**src/rtl/rv_ifetch_pkg.sv**
```systemverilog
// rtl/rv_ifetch_pkg.sv - shared widths, constants and types for the fetch stage
package rv_ifetch_pkg;

  localparam int ILEN = 32;
  localparam int XLEN = 32;
  localparam logic [ILEN-1:0] NOP_INSTR = 32'h0000_0013;

  typedef struct packed {
    logic [ILEN-1:0] instr;
    logic [XLEN-1:0] pc;
  } fetch_entry_t;

  typedef enum logic [1:0] {
    ST_RESET = 2'd0,
    ST_RUN   = 2'd1,
    ST_STALL = 2'd2
  } fetch_state_e;

endpackage

```
**src/rtl/rv_ifetch_buf.sv**
```systemverilog
// rtl/rv_ifetch_buf.sv - circular buffer of fetched {instr, pc} entries
module rv_ifetch_buf
  import rv_ifetch_pkg::*;
#(
  parameter int DEPTH = 2,
  parameter int CW    = $clog2(DEPTH + 2)
) (
  input  logic         clk,
  input  logic         rst,
  input  logic         push_i,
  input  fetch_entry_t push_data_i,
  input  logic         pop_i,
  input  logic         flush_i,
  output logic [CW-1:0] count_o,
  output fetch_entry_t head_o
);

  localparam int PW = $clog2(DEPTH);

  fetch_entry_t  mem_q [DEPTH];
  logic [PW-1:0] rd_q, rd_d, wr_q, wr_d;
  logic [CW-1:0] cnt_q, cnt_d;

  function automatic logic [PW-1:0] ptr_inc(input logic [PW-1:0] p);
    return (p == PW'(DEPTH - 1)) ? '0 : p + PW'(1);
  endfunction

  // Flush wins over push and pop: the entry arriving with a flush belongs to the old stream.
  always_comb begin
    rd_d  = rd_q;
    wr_d  = wr_q;
    cnt_d = cnt_q;
    if (flush_i) begin
      rd_d  = '0;
      wr_d  = '0;
      cnt_d = '0;
    end else begin
      if (push_i) wr_d = ptr_inc(wr_q);
      if (pop_i)  rd_d = ptr_inc(rd_q);
      cnt_d = cnt_q + CW'(push_i) - CW'(pop_i);
    end
  end

  always_ff @(posedge clk) begin
    if (rst) begin
      rd_q  <= '0;
      wr_q  <= '0;
      cnt_q <= '0;
    end else begin
      rd_q  <= rd_d;
      wr_q  <= wr_d;
      cnt_q <= cnt_d;
      if (!flush_i) begin
        assert (!(push_i && cnt_q == CW'(DEPTH)))
          else $error("fetch buffer overflow");
      end
    end
  end

  always_ff @(posedge clk) begin
    if (push_i && !flush_i) mem_q[wr_q] <= push_data_i;
  end

  assign count_o = cnt_q;
  assign head_o  = mem_q[rd_q];

endmodule

```
**src/rtl/rv_ifetch.sv**
```systemverilog
// rtl/rv_ifetch.sv - instruction fetch: PC, imem read issue, latency buffer, decode handshake
module rv_ifetch
  import rv_ifetch_pkg::*;
#(
  parameter logic [XLEN-1:0] RESET_PC  = 32'h0000_0000,
  parameter int              BUF_DEPTH = 2
) (
  input  logic            clk,
  input  logic            rst,
  output logic            imem_en,
  output logic            imem_wea,
  output logic [XLEN-1:0] imem_addr,
  output logic [ILEN-1:0] imem_din,
  input  logic [ILEN-1:0] imem_dout,
  input  logic            redirect_valid,
  input  logic [XLEN-1:0] redirect_pc,
  output logic            out_valid,
  input  logic            out_ready,
  output logic [ILEN-1:0] out_instr,
  output logic [XLEN-1:0] out_pc
);

  localparam int CW  = $clog2(BUF_DEPTH + 2);
  localparam int CWX = CW + 1;

  fetch_state_e    state_q, state_d;
  logic [XLEN-1:0] pc_q, pc_d, inflight_pc_q, inflight_pc_d, fetch_addr;
  logic            inflight_q, inflight_d;
  logic [CW-1:0]   count;
  logic [CWX-1:0]  credit;
  logic            pop, push, issue;
  fetch_entry_t    head, resp;

  assign pop        = out_valid & out_ready;
  assign fetch_addr = redirect_valid ? (redirect_pc & ~32'h3) : pc_q;
  // Entries held plus the read in flight, less the one leaving now, bound new reads.
  assign credit     = {1'b0, count} + CWX'(inflight_q) - CWX'(pop);
  assign issue      = !rst && (redirect_valid || credit < CWX'(BUF_DEPTH));
  assign push       = inflight_q && !redirect_valid;
  assign resp       = '{instr: imem_dout, pc: inflight_pc_q};

  assign imem_en   = issue;
  assign imem_addr = rst ? RESET_PC : fetch_addr;
  assign imem_wea  = 1'b0;
  assign imem_din  = '0;

  assign out_valid = (count != '0);
  assign out_instr = out_valid ? head.instr : NOP_INSTR;
  assign out_pc    = out_valid ? head.pc : '0;

  always_comb begin
    pc_d          = pc_q;
    inflight_pc_d = inflight_pc_q;
    inflight_d    = issue;
    if (issue) begin
      pc_d          = fetch_addr + 32'd4;
      inflight_pc_d = fetch_addr;
    end
  end

  always_ff @(posedge clk) begin
    if (rst) begin
      pc_q          <= RESET_PC;
      inflight_q    <= 1'b0;
      inflight_pc_q <= RESET_PC;
    end else begin
      pc_q          <= pc_d;
      inflight_q    <= inflight_d;
      inflight_pc_q <= inflight_pc_d;
    end
  end

  always_comb begin
    state_d = state_q;
    unique case (state_q)
      ST_RESET: state_d = ST_RUN;
      ST_RUN:   if (!issue) state_d = ST_STALL;
      ST_STALL: if (pop || redirect_valid) state_d = ST_RUN;
      default:  state_d = ST_RESET;
    endcase
  end

  always_ff @(posedge clk) begin
    if (rst) begin
      state_q <= ST_RESET;
    end else begin
      state_q <= state_d;
      // A stalled fetch with nothing leaving has a full buffer and must not read.
      if (state_q == ST_STALL && !pop && !redirect_valid) begin
        assert (!issue) else $error("fetch issued without credit");
      end
    end
  end

  rv_ifetch_buf #(
    .DEPTH (BUF_DEPTH),
    .CW    (CW)
  ) u_buf (
    .clk         (clk),
    .rst         (rst),
    .push_i      (push),
    .push_data_i (resp),
    .pop_i       (pop),
    .flush_i     (redirect_valid),
    .count_o     (count),
    .head_o      (head)
  );

endmodule

```
**config.mk**
```make
export PLATFORM = sky130hd
export DESIGN_NAME = rv_ifetch
export DESIGN_NICKNAME = d
export VERILOG_FILES = /design/src/rtl/rv_ifetch_pkg.sv /design/src/rtl/rv_ifetch_buf.sv /design/src/rtl/rv_ifetch.sv
export SDC_FILE = /design/constraint.sdc
export NUM_CORES = 1
export LEC_CHECK = 0
export ABC_AREA = 1
export BUFFER_PORTS_ARGS = -buffer_cell sky130_fd_sc_hd__buf_4
export CAP_MARGIN = 20
export CELL_PAD_IN_SITES_DETAIL_PLACEMENT = 0
export CELL_PAD_IN_SITES_GLOBAL_PLACEMENT = 1
export CORE_UTILIZATION = 41
export DETAILED_ROUTE_END_ITERATION = 7
export PLACE_DENSITY_LB_ADDON = 0.2
export SYNTH_ARGS = -nofsm -noshare
export SYNTH_HDL_FRONTEND = slang
export SYNTH_SLANG_ARGS = --single-unit
```
**constraint.sdc**
```tcl
create_clock -name clk -period 5.76 [get_ports clk]
set_input_delay 1.152 -clock clk [delete_from_list [all_inputs] [get_ports clk]]
set_output_delay 1.152 -clock clk [all_outputs]
set_load 0.05 [all_outputs]
```
==> results_dict.tcl <==
set metrics [dict create \
    ys_types 39 \
    grt_pass1_vias 6101 \
    final-hold-violation-count 0 \
    grt_max_degree 66 \
    drt_iter0_markers 334 \
    cp_common_cell "nand2_1" \
    fin_nets 1198 \
    coreArea_um2 21000 \
    clock-sinks 196 \
    cp.required_ns 4.61 \
    p_per_area_nw_per_um2 314 \
    io_buffers 163 \
    vias 6696 \
    track_usage 0.197 \
    r2r_slack_ns 2.55 \
    start_util 0.419 \
    postCtsSetupBuffers 0 \
    cts.root.buffer_cell "clkbuf_16" \
    setup_ws_ns 1.36 \
    synthFlopType "edfxtp_1" \
    final_cell_mix "nand2_1 (308), buf_4 (175), edfxtp_1 (128), nor2_1 (90), a21oi_1 (72)" \
    fmax_ghz 0.227 \
    die-area_um2 22100 \
    drc_errors 0 \
    synth_seq_cells 196 \
    syn2layout_area_growth_pct 21.8 \
    place.gp.congestion 0.822 \
    worstPathCellList "buf_4 > nand2_1 > inv_1 > ha_1 > nor2_1 > fa_1 > a21oi_1 > nand2_1 > nand2_2 > nand2_1 > clkinv_1 > buf_4" \
    clock_latency_ns 0.43 \
    worstHoldPathType "reg -> reg" \
    status "finished clean" \
    synthCells 974 \
    rsz0062_at_grt "no" \
    total_power_mw 3.36 \
    fin_crit_ns 4.40 \
    crit_fanout 19 \
    ant_nets 0 \
    numCtsBuffers 17 \
    max-cap-violations 0 \
    synth_edf_count 128 \
    cp_slowest_cell "fa_1" \
    setup_violations 0 \
    cp.buffers_inverters 4 \
    power_frac_comb 0.163 \
    drive_above_1_share 0.230 \
    row_count 53 \
    p_int_mw 2.36 \
    pin_count 199 \
    clock_power_share 0.354 \
    htreeDepth 4 \
    hpwl_mm 14.7 \
    pre_cts_ws_ns 1.36 \
    startpoint_type "input port" \
    yosysSeqAreaShare 0.591 \
    pwr-share-seq 0.483 \
    end_kind "output port" \
    firstDrtPassIters 4 \
    synthArstFlopShare 0 \
    power_leakage_nw 4.57 \
    slew_headroom 0.284 \
    ctsResizeCount 0 \
    vias_per_cell 4.74 \
    tritoncts "done" \
    criticalPathCategory "in -> out" \
    clockBufferDepth 2 \
    drt_wl_total_mm 21.5 \
    synth_area_um2 8800 \
    worst_pin_slew_ns 1.07 \
    clk_pin_slew_ns 0.07 \
    drv_slew 0 \
    antenna_found_initial 0 \
    die-height_um 149 \
    p_sw_mw 1.01 \
    max-vdd-ir-drop_v 0.000243 \
    syn_avg_cell_area_um2 9.04 \
    diodes 0 \
    timing.clock.skew_ns 0.0135 \
    crit_arrival_ns 3.24 \
    ys.warnings.count 0 \
    finalSetupTns_ns 0 \
    critPathTopFamily "simple AND/OR/NAND/NOR gates" \
    fin_crit_sh 0.763 \
    hold_buffers 0 \
    crit_path_max_incr_delay_ns 0.42 \
    die_x_um 149 \
    sw_frac_of_total 0.299 \
    grt_pass1_wl_mm 32.9 \
    final_common_cell "nand2_1" \
    overflow 0 \
    avgRoutedWirePerCell_um 15.2 \
]
cells by family (layout without fill, tap and decap cells):
kind of cell,after synthesis,in the layout,share of synthesized area
multiplexers,1,1,0.00114
AND/OR/NAND/NOR,486,486,0.230
flip-flops,196,196,0.591
buffers and inverters,149,281,0.0863
AO/OA/AOI/OAI,132,132,0.0793
XOR/XNOR,4,4,0.00398
adder cells (fa/ha/maj),5,5,0.00796
other,1,33,0.000426
power by group through the flow:
stage          logic, mW  registers [mW]  clock network [mW]
2_1_floorplan      0.405            1.65                   0
3_3_place_gp       0.549            1.65                   0
3_5_place_dp       0.553            1.66                   0
4_1_cts            0.554            1.62                1.22
5_1_grt            0.592            1.63                1.27
6_report           0.549            1.62                1.19
stage by stage:
stage | cells | instance area, um2 | hold WS (ns) | utilization
after floorplan | 1006 | 8920 | 0.423 | -
after global placement | 1381 | 10100 | 0.432 | 0.482
after detailed placement | 1381 | 10100 | 0.435 | 0.482
after CTS | 1413 | 10700 | 0.453 | 0.510
after global routing | 1413 | 10700 | 0.462 | 0.510
final | 1413 | 10700 | 0.454 | 0.510
worst reg2reg max path, stage by stage (launching register included):
cell     delay [ns]
dfxtp_1        0.36
nor2_4         0.12
inv_1          0.10
nand2_1        0.07
inv_1          0.07
ha_1           0.29
nor2_1         0.06
fa_1           0.38
or2_1          0.22
nand2_1        0.09
nand2_2        0.28
nand2_1        0.22
buf_4          0.48
nor2_1         0.09
o21ai_0        0.10
nand3_1        0.10
nand2_1        0.06
inv_1          0.04
registers in the layout, indices dropped and copies added, names as in the netlist, named ones only:
name and cells:
pc_q 32, u_buf.wr_q 1, inflight_pc_q 30, inflight_q 1, u_buf.count_o 2, u_buf.rd_q 1
u_buf.mem_q 128
metal layers:
layer  global-route usage  up-vias  share of wire
met5                    0        -              0
met4               0.0598        0          0.018
met3               0.0380       27          0.062
met2                0.308      165           0.46
met1                0.275     3096           0.46
li1                     -     3408              -
synthesized netlist by cell type (all sizes together) (3+ instances only):
| master | number | share of area |
|---|---|---|
| a31oi | 5 | 0.0036 |
| dfxtp | 68 | 0.15 |
| clkbuf | 28 | 0.012 |
| inv | 71 | 0.030 |
| xor2 | 3 | 0.0030 |
| ha | 4 | 0.0057 |
| o22ai | 13 | 0.0092 |
| nand4 | 3 | 0.0021 |
| edfxtp | 128 | 0.44 |
| clkinv | 3 | 0.0014 |
| o21ai | 37 | 0.021 |
| buf | 47 | 0.043 |
| nand3 | 29 | 0.016 |
| nor3 | 3 | 0.0017 |
| nand2 | 340 | 0.15 |
| a21oi | 72 | 0.041 |
| nor2 | 108 | 0.053 |
final cells by class:
cell class                 count  area (um2)
clock buffer                  17         425
clock inverter                15         176
fill                        2016       10300
inverter                      74         279
multi-input combinational    661        2980
sequential                   196        5210
tap                          275         344
timing repair buffer         175        1310
path summary, 6_finish.rpt:
path	from	endpoint	depth (start not counted)
setup / recovery	out_ready	imem_en	12
hold / removal	u_buf.rd_q	flip-flop	1
setup reg to reg	u_buf.count_o[1]	pc_q[17]	17
hold reg to reg	u_buf.rd_q	flip-flop	1
Note: power is estimated with default switching activity, not from simulation.
